$ cat config.mk
export PLATFORM = sky130hd
export DESIGN_NAME = jk_counter_bank
export DESIGN_NICKNAME = d
export VERILOG_FILES = /design/src/rtl/jk_counter_bank.sv
export SDC_FILE = /design/constraint.sdc
export NUM_CORES = 1
export LEC_CHECK = 0
export ABC_AREA = 1
export CORE_MARGIN = 2
export CORE_UTILIZATION = 43
export DETAILED_ROUTE_END_ITERATION = 7
export GPL_TIMING_DRIVEN = 0
export PLACE_DENSITY = 0.82
export SYNTH_ARGS = -nofsm -noshare
export SYNTH_HDL_FRONTEND = slang
export SYNTH_SLANG_ARGS = --single-unit
$ cat constraint.sdc
create_clock -name clk -period 1.4 [get_ports clk]
set_clock_uncertainty 0.1 [all_clocks]
set_input_delay 0.21 -clock clk [delete_from_list [all_inputs] [get_ports clk]]
set_output_delay 0.21 -clock clk [all_outputs]
set_load 0.03 [all_outputs]
$ cat src/rtl/jk_counter_bank.sv
// jk_counter_bank
//   WIDTH-bit bank of JK stages with four modes selected by `mode`:
//     00 JK   : raw per-bit J/K from the j/k ports
//     01 UP   : modulo (MAX_VAL+1) up-count
//     10 DOWN : modulo (MAX_VAL+1) down-count
//     11 LOAD : parallel load of load_val, clipped to MAX_VAL
//   Counting and load modes drive every stage with J=K=toggle terms, so the
//   storage element is always a plain JK stage.
//
//   Optional build macro JKC_SATURATE_EN: UP holds at MAX_VAL and DOWN holds
//   at 0 instead of wrapping. An out-of-range DOWN still lands on MAX_VAL.
//
// Ports
//   clk      in   rising-edge clock
//   reset    in   synchronous, active-high; forces q to 0 over en and mode
//   en       in   state-update enable; 0 holds q in every mode
//   mode     in   [1:0] operating mode (see above)
//   j, k     in   [WIDTH-1:0] per-bit J/K, used in JK mode only
//   load_val in   [WIDTH-1:0] load data, used in LOAD mode only
//   q        out  [WIDTH-1:0] registered state
//   q_       out  [WIDTH-1:0] always ~q
//   tc       out  terminal count (combinational), for cascading

// Single JK storage bit. The enable sits here so that en=0 holds the state
// whatever J/K are doing.
module jk_stage (
    input  logic clk,
    input  logic reset,
    input  logic en,
    input  logic j,
    input  logic k,
    output logic q
);

    always_ff @(posedge clk) begin
        if (reset)
            q <= 1'b0;
        else if (en)
            q <= (j & ~q) | (~k & q);
    end

endmodule

module jk_counter_bank #(
    parameter int WIDTH   = 4,
    parameter int MAX_VAL = 9
) (
    input  logic             clk,
    input  logic             reset,
    input  logic             en,
    input  logic [1:0]       mode,
    input  logic [WIDTH-1:0] j,
    input  logic [WIDTH-1:0] k,
    input  logic [WIDTH-1:0] load_val,
    output logic [WIDTH-1:0] q,
    output logic [WIDTH-1:0] q_,
    output logic             tc
);

    typedef enum logic [1:0] {
        MODE_JK   = 2'b00,
        MODE_UP   = 2'b01,
        MODE_DOWN = 2'b10,
        MODE_LOAD = 2'b11
    } mode_e;

    localparam logic [WIDTH-1:0] MAX_Q = WIDTH'(MAX_VAL);

    generate
        if (WIDTH < 1 || WIDTH > 16)
            $error("jk_counter_bank: WIDTH must be 1..16");
        if (MAX_VAL < 1 || MAX_VAL > (2**WIDTH) - 1)
            $error("jk_counter_bank: MAX_VAL must be 1..2**WIDTH-1");
    endgenerate

    mode_e            mode_e_w;
    logic [WIDTH-1:0] up_t;    // bit i toggles on +1 when all lower bits are 1
    logic [WIDTH-1:0] dn_t;    // bit i toggles on -1 when all lower bits are 0
    logic [WIDTH-1:0] tog;     // J=K toggle terms for counting/load modes
    logic [WIDTH-1:0] jv;
    logic [WIDTH-1:0] kv;

    assign mode_e_w = mode_e'(mode);

    // Ripple carry/borrow chains expressed as toggle enables.
    genvar gi;
    generate
        for (gi = 0; gi < WIDTH; gi++) begin : g_chain
            if (gi == 0) begin : g_lsb
                assign up_t[gi] = 1'b1;
                assign dn_t[gi] = 1'b1;
            end else begin : g_upper
                assign up_t[gi] = up_t[gi-1] &  q[gi-1];
                assign dn_t[gi] = dn_t[gi-1] & ~q[gi-1];
            end
        end
    endgenerate

    // Jumps to an arbitrary value (wrap, clip, load) reuse the toggle path:
    // toggling exactly the bits in q ^ target lands on target in one edge.
    always_comb begin
        tog = '0;
        unique case (mode_e_w)
            MODE_JK: tog = '0;
            MODE_UP: begin
                if (q >= MAX_Q)
`ifdef JKC_SATURATE_EN
                    tog = q ^ MAX_Q;
`else
                    tog = q;                 // q ^ 0
`endif
                else
                    tog = up_t;
            end
            MODE_DOWN: begin
                if (q > MAX_Q)
                    tog = q ^ MAX_Q;
                else if (q == '0)
`ifdef JKC_SATURATE_EN
                    tog = '0;
`else
                    tog = MAX_Q;             // 0 ^ MAX_Q
`endif
                else
                    tog = dn_t;
            end
            MODE_LOAD: begin
                if (load_val > MAX_Q)
                    tog = q ^ MAX_Q;
                else
                    tog = q ^ load_val;
            end
            default: tog = '0;
        endcase
    end

    assign jv = (mode_e_w == MODE_JK) ? j : tog;
    assign kv = (mode_e_w == MODE_JK) ? k : tog;

    jk_stage u_stage [WIDTH-1:0] (
        .clk   (clk),
        .reset (reset),
        .en    (en),
        .j     (jv),
        .k     (kv),
        .q     (q)
    );

    assign q_ = ~q;

    assign tc = en & (((mode_e_w == MODE_UP)   && (q == MAX_Q)) ||
                      ((mode_e_w == MODE_DOWN) && (q == '0)));

endmodule

==> flow_summary.ini <==
[final_layout]
drive_gt1_share_pct = 38.32
fin_cells = 183
largest_reg_flops = 4
diodes = 0
post-route-util_pct = 74.58
reg.largest.list = u_stage.q (4)
n_fill_cell = 112
nets = 186
largest-register = u_stage.q
areaGrowthSynthToFinish_pct = 62.98

[drt]
initialDrtViolationCount = 39
ant_nets = 0
dr_total_vias = 1020
drt-wirelength-per-cell_um = 13.72
wirelength_um = 2510
dr.pass1.iters = 4
via_per_inst = 5.574
drcViolationCount = 0

[logic_synthesis]
synth_async_sr_flop_share_pct = 0
syn_avg_cell_area_um2 = 5.428
synth-main-ff-cell = dfxtp_1
synth-edff-count = 0
yosysUniqueCellTypes = 25
synth_area_leaders = nand2_1 (21%), dfxtp_1 (12%), nand3_1 (11%)
yosys_register_bits = 4
synth_area_um2 = 689.4
ys_seq_area_share_pct = 11.62
yosysTopAreaCellShare_pct = 20.69
yosysTopAreaCell = nand2_1
syn_inst = 127
synth_nets = 144
synth_warnings = 0

[pwr]
p_leak_nw = 0.5525
power.density_nw_per_um2 = 712.3
ir_worst_vdd_v = 0.0007188

[setup_path]
crit_required_ns = 1.09
slowest_stage = dfxtp_2
critPathCaptureType = output port
worst-path-buf-inv = 2
critPathKind = reg -> out
r2r_end = u_stage[1].q
cp_cell_sequence = buf_6 > nor2_4 > nand2_4 > nor2_4 > nand2_2 > a21oi_4 > buf_6
worst-r2r-setup-slack_ns = -0.06
cp.depth = 7
r2r-start = u_stage[1].q
crit_family = simple AND/OR/NAND/NOR gates
arrival_ns = 1.35
startpoint = u_stage[1].q
critPathMaxStageDelay_ns = 0.32
critical_path.max_fanout = 3
start_kind = register
endpoint = tc
worst-r2r-cell-count = 10

[global_route]
antenna_found_initial = 0
grt_pass1_vias = 779
grt.total_usage_pct = 22.11
grt_pass1_wl_um = 3243
grt-ovfl-total = 0
grt_max_degree = 10

[timing]
report.final.slew_viol_count = 0
hold_ws_ns = 0.2182
min_period_over_period_pct = 118.6
hold_viol_final = 0
relSlewSlack_pct = 80.35
max_freq_ghz = 0.6022
final-setup-viol-count = 5
rsz0062_at_grt = true
setup_slack_ns = -0.2606
worst_pin_slew_ns = 0.2959
finalCriticalPeriod_ns = 1.661
fin_setup_tns_ns = -0.3769

[die]
coreArea_um2 = 1506
die_area_um2 = 1940
floorplan.initialDensity_pct = 45.76
rows = 14
die_y_um = 44.04
io_pins = 26
die_width_um = 44.04

[placed_design]
io_buffer_count = 23
hpwl_um = 1490
post-place-ws_ns = -0.9929
gp_congestion = 0.9418
dp_cells = 166

[clocking]
hold_buffers = 0
path_clk_slew_ns = 0.04
numClockSinks = 4
htree_levels = 1
numCtsBuffers = 3
cts_tree = built
clock_latency_ns = 0.25
cts_buffer_depth = 2
clock-root-buffer = clkbuf_4

[flow_run]
drv_cap = 0

[status]
outcome = finished, violations left
violations = negative setup slack

[hold_path]
hold_path.class = in -> reg
-- metrics by stage --
step	power [mW]	instance area (µm²)
floorplan	0.4117	700.7
global placement	0.5355	950.9
detailed placement	0.5430	950.9
CTS	0.7022	1010
global route	0.8357	1124
finish	0.8003	1124
-- layout by cell type, fill, tap and decap left out, types with 2 or more instances in the layout --
cell type	count
nand2_1	35
nand3_1	15
buf_4	15
clkdlybuf4s50_1	13
nor2_1	12
inv_1	8
buf_6	8
inv_2	7
a21oi_1	7
nand2_2	4
nor2_2	4
nor2_4	3
clkbuf_4	3
clkbuf_2	3
dfxtp_2	3
inv_6	2
o21ai_1	2
nand3b_1	2
or2_1	2
nand3_2	2
a21oi_2	2
dlygate4sd2_1	2
clkdlybuf4s15_2	2
-- Yosys cell counts, types with 3 or more instances --
library cell and n:
buf_4 5, dfxtp_1 4, nand2_1 38, inv_2 5, a21oi_1 9, nand3_1 15, nor2_1 15, inv_1 10
o21ai_0 3
-- kinds of logic (layout without fill, tap and decap cells) --
logic type / after synthesis / count (layout) / share of synthesized area, %
and+or+nand+nor: 81 / 81 / 55.17
AOI/OAI and AO/OA: 17 / 17 / 13.79
buffers and inverters: 25 / 65 / 19.42
DFF: 4 / 4 / 11.62
-- per-layer routing --
| layer | vias to the layer above | share of wire, % | GRT usage (%) |
|---|---|---|---|
| li1 | 480 | - | - |
| met1 | 464 | 39 | 29.25 |
| met2 | 66 | 49 | 36.47 |
| met3 | 10 | 9.2 | 1.224 |
| met4 | 0 | 2.6 | 10.91 |
| met5 | - | 0 | 0 |
-- worst min-delay path by stage --
stage | slack (ns) | start | cells after the start | endpoint
detailed placement | 0.44 | en | 3 | u_stage[3].q
CTS | 0.19 | en | 3 | u_stage[3].q
global route | 0.23 | en | 3 | u_stage[3].q
finish | 0.22 | en | 3 | u_stage[3].q
floorplan | 0.29 | reset | 3 | u_stage[0].q
global placement | 0.44 | en | 3 | u_stage[3].q
-- worst reg2reg max path, delay by kind of cell, from the launching register on --
kind,cells,cell delay [ns]
buf+inv,3,0.36
flops,1,0.32
simple gates,6,0.46
compound gates,1,0.13
-- what timing repair did --
item / 4_1_cts / 5_1_grt
resized for setup: 35 / 28
endpoints found under the setup margin: 13 / 9
cloned: 0 / 1
setup buffers: 3 / 10
pin swaps: 2 / 15
-- cell type report --
| type | count | area [µm²] | area share [%] |
|---|---|---|---|
| sequential | 4 | 87.58 | 7.795 |
| clock buffer | 3 | 22.52 | 2.004 |
| timing repair inverter | 1 | 5.005 | 0.4454 |
| timing repair buffer | 36 | 321.6 | 28.62 |
| inverter | 17 | 73.82 | 6.570 |
| tap | 16 | 20.02 | 1.782 |
| multi-input combinational | 98 | 521.8 | 46.44 |
| buffer | 8 | 71.32 | 6.347 |
-- power by group --
part / internal, mW / switching [mW]
Sequential: 0.129 / 0.0173
Clock: 0.0965 / 0.0570
Combinational: 0.220 / 0.281
Total: 0.445 / 0.355
Power figures use the tool's default switching activity.
